===== config.mk =====
export PLATFORM = sky130hd
export DESIGN_NAME = tube_scan_n
export DESIGN_NICKNAME = d
export VERILOG_FILES = /design/src/rtl/tube_pkg.sv /design/src/rtl/tube_seg_decode.sv /design/src/rtl/tube_scan_n.sv
export SDC_FILE = /design/constraint.sdc
export NUM_CORES = 1
export LEC_CHECK = 0
export ABC_AREA = 1
export BUFFER_PORTS_ARGS = -buffer_cell sky130_fd_sc_hd__buf_2
export CAP_MARGIN = 20
export CORE_MARGIN = 2
export CORE_UTILIZATION = 55
export CTS_BUF_LIST = sky130_fd_sc_hd__clkbuf_16
export CTS_CLUSTER_SIZE = 16
export DETAILED_ROUTE_END_ITERATION = 6
export PLACE_DENSITY = 0.75
export SYNTH_ARGS = -nofsm -noshare
export SYNTH_HDL_FRONTEND = slang
export SYNTH_SLANG_ARGS = --single-unit

===== constraint.sdc =====
create_clock -name clk -period 2.3 [get_ports clk]
set_input_delay 0.46 -clock clk [delete_from_list [all_inputs] [get_ports clk]]
set_output_delay 0.46 -clock clk [all_outputs]
set_load 0.01 [all_outputs]

===== src/rtl/tube_pkg.sv =====
// Shared constants for the multiplexed 7-segment tube driver.
// Glyph patterns are {g,f,e,d,c,b,a}, active-high.
package tube_pkg;

  localparam logic [6:0] SEG_0 = 7'h3F;
  localparam logic [6:0] SEG_1 = 7'h06;
  localparam logic [6:0] SEG_2 = 7'h5B;
  localparam logic [6:0] SEG_3 = 7'h4F;
  localparam logic [6:0] SEG_4 = 7'h66;
  localparam logic [6:0] SEG_5 = 7'h6D;
  localparam logic [6:0] SEG_6 = 7'h7D;
  localparam logic [6:0] SEG_7 = 7'h07;
  localparam logic [6:0] SEG_8 = 7'h7F;
  localparam logic [6:0] SEG_9 = 7'h6F;

  localparam logic [6:0] SEG_MINUS = 7'h40;
  localparam logic [6:0] SEG_BLANK = 7'h00;

  localparam logic [3:0] CODE_MINUS = 4'hA;

  function automatic logic is_blank_code(
    input logic [3:0] c
  );
    return (c >= 4'hB);
  endfunction

endpackage


===== src/rtl/tube_seg_decode.sv =====
// Combinational code-to-glyph decoder.
// Ports: i_code 4-bit digit code, o_glyph 7-bit {g..a}.
module tube_seg_decode
  import tube_pkg::*;
(
  input  logic [3:0] i_code,
  output logic [6:0] o_glyph
);

  always_comb begin
    o_glyph = SEG_BLANK;
    unique case (i_code)
      4'd0:       o_glyph = SEG_0;
      4'd1:       o_glyph = SEG_1;
      4'd2:       o_glyph = SEG_2;
      4'd3:       o_glyph = SEG_3;
      4'd4:       o_glyph = SEG_4;
      4'd5:       o_glyph = SEG_5;
      4'd6:       o_glyph = SEG_6;
      4'd7:       o_glyph = SEG_7;
      4'd8:       o_glyph = SEG_8;
      4'd9:       o_glyph = SEG_9;
      CODE_MINUS: o_glyph = SEG_MINUS;
      default:    o_glyph = SEG_BLANK;
    endcase
  end

endmodule


===== src/rtl/tube_scan_n.sv =====
// Multiplexed DIGITS-wide 7-segment driver with frame-synchronous load.
// Ports: clk, rstn, load/data/dp in, blank_lz, bright; seg, sel, frame_done out.
module tube_scan_n
  import tube_pkg::*;
#(
  parameter int DIGITS         = 4,
  parameter int DIV            = 20000,
  parameter int BRIGHT_W       = 3,
  parameter bit SEG_ACTIVE_LOW = 1'b0,
  parameter bit SEL_ACTIVE_LOW = 1'b0
) (
  input  logic                  clk,
  input  logic                  rstn,
  input  logic                  load,
  input  logic [4*DIGITS-1:0]   data,
  input  logic [DIGITS-1:0]     dp,
  input  logic                  blank_lz,
  input  logic [BRIGHT_W-1:0]   bright,
  output logic [7:0]            seg,
  output logic [DIGITS-1:0]     sel,
  output logic                  frame_done
);

  localparam int CW = $clog2(DIV);
  localparam int IW = (DIGITS > 1) ? $clog2(DIGITS) : 1;
  localparam int PW = BRIGHT_W + 33;

  localparam logic [7:0] SEG_OFF =
    {8{SEG_ACTIVE_LOW}};
  localparam logic [DIGITS-1:0] SEL_OFF =
    {DIGITS{SEL_ACTIVE_LOW}};

  logic [CW-1:0]         r_div_cnt;
  logic [IW-1:0]         r_idx;
  logic [4*DIGITS-1:0]   r_act;
  logic [DIGITS-1:0]     r_act_dp;
  logic [4*DIGITS-1:0]   r_pend;
  logic [DIGITS-1:0]     r_pend_dp;
  logic                  r_pend_v;
  logic                  r_fd;
  logic [7:0]            r_seg;
  logic [DIGITS-1:0]     r_sel;

  logic                  w_slot_end;
  logic                  w_frame_end;
  logic                  w_commit;
  logic [3:0]            w_code;
  logic [6:0]            w_glyph;
  logic [DIGITS-1:0]     w_lz;
  logic [7:0]            w_seg;
  logic [PW-1:0]         w_prod;
  logic [PW-1:0]         w_on;
  logic                  w_sel_en;
  logic [DIGITS-1:0]     w_sel;

  assign w_slot_end  = (r_div_cnt == CW'(DIV - 1));
  assign w_frame_end = w_slot_end &&
                       (r_idx == IW'(DIGITS - 1));
  assign w_commit    = w_frame_end &&
                       (load || r_pend_v);

  always_ff @(posedge clk or negedge rstn) begin
    if (!rstn) begin
      r_div_cnt <= '0;
      r_idx     <= '0;
    end else begin
      if (w_slot_end) r_div_cnt <= '0;
      else            r_div_cnt <= r_div_cnt + CW'(1);
      if (w_frame_end)     r_idx <= '0;
      else if (w_slot_end) r_idx <= r_idx + IW'(1);
    end
  end

  // A load coinciding with the boundary bypasses the
  // shadow so the newest data is never a frame late.
  always_ff @(posedge clk or negedge rstn) begin
    if (!rstn) begin
      r_act     <= '0;
      r_act_dp  <= '0;
      r_pend    <= '0;
      r_pend_dp <= '0;
      r_pend_v  <= 1'b0;
      r_fd      <= 1'b0;
    end else begin
      r_fd <= w_commit;
      if (w_frame_end) begin
        if (load) begin
          r_act    <= data;
          r_act_dp <= dp;
        end else if (r_pend_v) begin
          r_act    <= r_pend;
          r_act_dp <= r_pend_dp;
        end
        r_pend_v <= 1'b0;
      end else if (load) begin
        r_pend    <= data;
        r_pend_dp <= dp;
        r_pend_v  <= 1'b1;
      end
    end
  end

  // Walk from the most significant digit down; a zero
  // is blanked until a significant code has been seen.
  always_comb begin
    logic [3:0] v_c;
    logic       v_above;
    w_lz    = '0;
    v_above = 1'b0;
    v_c     = '0;
    for (int k = DIGITS - 1; k >= 0; k--) begin
      v_c = r_act[4*k +: 4];
      if (k != 0 && blank_lz &&
          v_c == 4'd0 && !v_above)
        w_lz[k] = 1'b1;
      if (v_c != 4'd0 && !is_blank_code(v_c))
        v_above = 1'b1;
    end
  end

  assign w_code = r_act[4*int'(r_idx) +: 4];

  tube_seg_decode u_dec (
    .i_code  (w_code),
    .o_glyph (w_glyph)
  );

  assign w_seg = {r_act_dp[r_idx],
                  w_lz[r_idx] ? SEG_BLANK : w_glyph};

  assign w_prod = (PW'(bright) + PW'(1)) * PW'(DIV);
  assign w_on   = w_prod >> BRIGHT_W;

  assign w_sel_en = (PW'(r_div_cnt) < w_on);
  assign w_sel    = w_sel_en ?
                    (DIGITS'(1) << r_idx) : '0;

  always_ff @(posedge clk or negedge rstn) begin
    if (!rstn) begin
      r_seg <= SEG_OFF;
      r_sel <= SEL_OFF;
    end else begin
      r_seg <= w_seg ^ SEG_OFF;
      r_sel <= w_sel ^ SEL_OFF;
    end
  end

  assign seg        = r_seg;
  assign sel        = r_sel;
  assign frame_done = r_fd;

endmodule


==> results.cfg <==
[run_status]
outcome = finished with violations
violations = setup timing

[sta]
fmax_mhz = 319
tightest_slew_ps = 530
slew_violations = 0
period_needed_ps = 3140
skew_ps = 4.66
rsz0062_at_grt = true
hold_violations = 0
setup_viol = 4
period_share_pct = 136
fin_hold_ws_ps = 148
slew-limit-headroom_pct = 64.6
final_critical_path_setup_slack_ps = -837

[layout]
final_common_cell = nand2_1
seq_area_um2 = 1780
final_cell_mix = 123 x nand2_1, 71 x dfrtp_1, 40 x inv_1
multiInputGateArea_um2 = 2380
antenna_cells = 0
post_route_cells_drive_above_1_share_pct = 27.4
nNetsFinal = 628
area_growth_syn_to_layout_pct = 22.2
nFillCells = 606

[setup_path]
cp.required_ps = 2510
crit_arrival_ps = 3350
rr_endpoint = seg[3]
path_class = in2reg
start_kind = primary input
reg2reg_from = r_idx[0]
cpLargestDelayFamily = adder cells
max_stage_delay_ps = 280
crit_chain = buf_8 -> ha_4 -> xnor2_4 -> ha_4 -> inv_4 -> ha_4 -> or2_4 -> ha_4 -> ha_4 -> nand2_2 -> nand3_2 -> nand2_2 -> nand2_2 -> nand2_2 -> nand2_2 -> ha_4 -> nand2_1 -> nor2_1 -> nand4_1 -> nor2_1 -> nand2_1 -> nand3_2 -> nor2_1
crit_slowest_cell = ha_4
cp_num_buf_inv = 2
crit_fanout = 4
worst_r2r_path_depth = 12
rrSetupSlack_ps = 290
cp-end-kind = flop
cp_common_cell = ha_4

[grt]
grt_overflow = 0
antenna_found_initial = 0
grt_pass1_wl_mm = 15.6
first_global_vias = 3547
grtUsageTotal_pct = 22.9
grt_max_degree = 72

[cts]
cts.sinks = 71
clk_pin_slew_ps = 60
numCtsBuffers = 9
cts_tree = done
htreeDepth = 3
cts_max_path_buffers = 2
clk_latency_ps = 330
cts-root-buf = clkbuf_16

[die]
io_pins = 40
core_um2 = 7650
start_util_pct = 56.1
die_x_um = 92.3
row_count = 32
die_y_um = 92.3
die-area_um2 = 8520

[synth]
ys_top_cells_by_area = dfrtp_1 41%, nand2_1 11%, ha_1 11%, mux2i_1 4.7%, nand3_1 4.4%
synth_cell_types = 35
ys_seq_elements = 71
seq_area_frac_synth_pct = 41.4
syn_area_per_cell_um2 = 8.54
yosys.area.top_type = dfrtp_1
synth_top_area_share_pct = 41.4
syn_area_um2 = 4290
netlist_instances = 502
yosys_warnings = 0
synth-async-reset-ratio_pct = 100
synth_ff_type = dfrtp_1
synth_edf_count = 0
synth_fp_nets = 565

[place]
dp_slack_ps = -1190
dp_hpwl_mm = 6.25
routabilityCongestion = 0.869
io_buffers = 39

[power]
ir_drop_mv = 0.383
cellPowerDensity_nw_per_um2 = 623
p_sw_share_pct = 24.2
p_switching_w = 0.000791
p_int_w = 0.00248
power_frac_clock_pct = 45.0
seqPwrFrac_pct = 39.7
combPwrFrac_pct = 15.3
power_leakage_nw = 2.70

[job]
maxCapViolCount = 0

[route]
drtIter0Drc = 200
routed_wl_mm = 9.03
via_per_inst = 5.24
route.detailed.drc = 0
antenna_left = 0
first_pass_iters = 4
vias = 3520
wire_per_inst_um = 13.4

[min_path]
min_path_type = in2async
sequential cells by signal, summed over array words and instances (netlist names), 2 cells and up:
signal,cells
r_pend,16
seg,8
r_pend_dp,4
r_div_cnt,15
r_act,16
sel,4
r_act_dp,4
r_idx,2
power groups by stage:
stage	Sequential (W)	Combinational, W	Clock, W
after global placement	0.00132	0.000404	0
after detailed placement	0.00132	0.000423	0
after global routing	0.00130	0.000556	0.00155
after CTS	0.00130	0.000473	0.00150
after floorplan	0.00132	0.000272	0
final	0.00130	0.000501	0.00147
stage by stage:
| step | TNS, ps | util (%) | instance area (µm²) | instances | power (W) |
|---|---|---|---|---|---|
| 2_1_floorplan | -3600 | - | 4410 | 502 | 0.00159 |
| 3_3_place_gp | -4360 | 62.5 | 4780 | 648 | 0.00172 |
| 3_5_place_dp | -4760 | 62.5 | 4780 | 648 | 0.00174 |
| 4_1_cts | -3100 | 67.8 | 5180 | 671 | 0.00327 |
| 5_1_grt | -3600 | 68.5 | 5240 | 672 | 0.00341 |
| 6_report | -3320 | 68.5 | 5240 | 672 | 0.00327 |
worst max-delay path by stage:
stage	cells past startpoint	startpoint	to	slack [ps]
floorplan	23	bright[0]	sel[1]	-900
global placement	24	bright[0]	sel[1]	-1090
detailed placement	24	bright[0]	sel[3]	-1190
CTS	24	bright[0]	sel[3]	-780
global route	24	bright[0]	sel[0]	-900
finish	23	bright[0]	sel[1]	-840
cell usage after synthesis (4+ instances only):
cell / n
ha_1: 36
dfrtp_1: 71
nand3_1: 38
o21ai_1: 5
inv_2: 6
nor2_1: 38
nand2_2: 6
nand4_1: 7
nand2_1: 131
nor3_1: 4
inv_1: 43
xor2_1: 7
o21ai_2: 20
buf_6: 7
o21ai_0: 13
a21oi_1: 16
mux2i_1: 20
buf_2: 5
kinds of logic (layout without fill, tap and decap cells):
logic type      after synthesis  in the layout  share of synthesized area [%]
xor+xnor                     10             10                           2.04
compound gates               60             60                           9.02
simple gates                240            240                           25.2
buf+inv                      65            133                           7.15
fa+ha+maj                    36             36                           10.5
flops                        71             71                           41.4
mux                          20             20                           4.67
routing by layer:
| layer | track usage (%) | routed length [µm] |
|---|---|---|
| met2 | 38.9 | 4530 |
| met3 | 3.20 | 292 |
| met4 | 12.3 | 296 |
| met1 | 28.3 | 3910 |
| met5 | 0 | 0 |
what timing repair did:
action,in CTS,in global routing
endpoints found under the hold margin,0,0
buffers inserted,7,1
gates resized for setup,11,10
pin swaps,11,5
hold buffers,0,0
setup endpoints to repair,4,4
final cells by class:
class                      count  area share [%]
multi-input combinational    366            45.5
sequential                    71            33.9
timing repair buffer          68            8.43
clock buffer                   9            4.30
inverter                      49            3.56
tap                          102            2.44
clock inverter                 7            1.86
No activity file was read; power rests on OpenSTA's default activity.
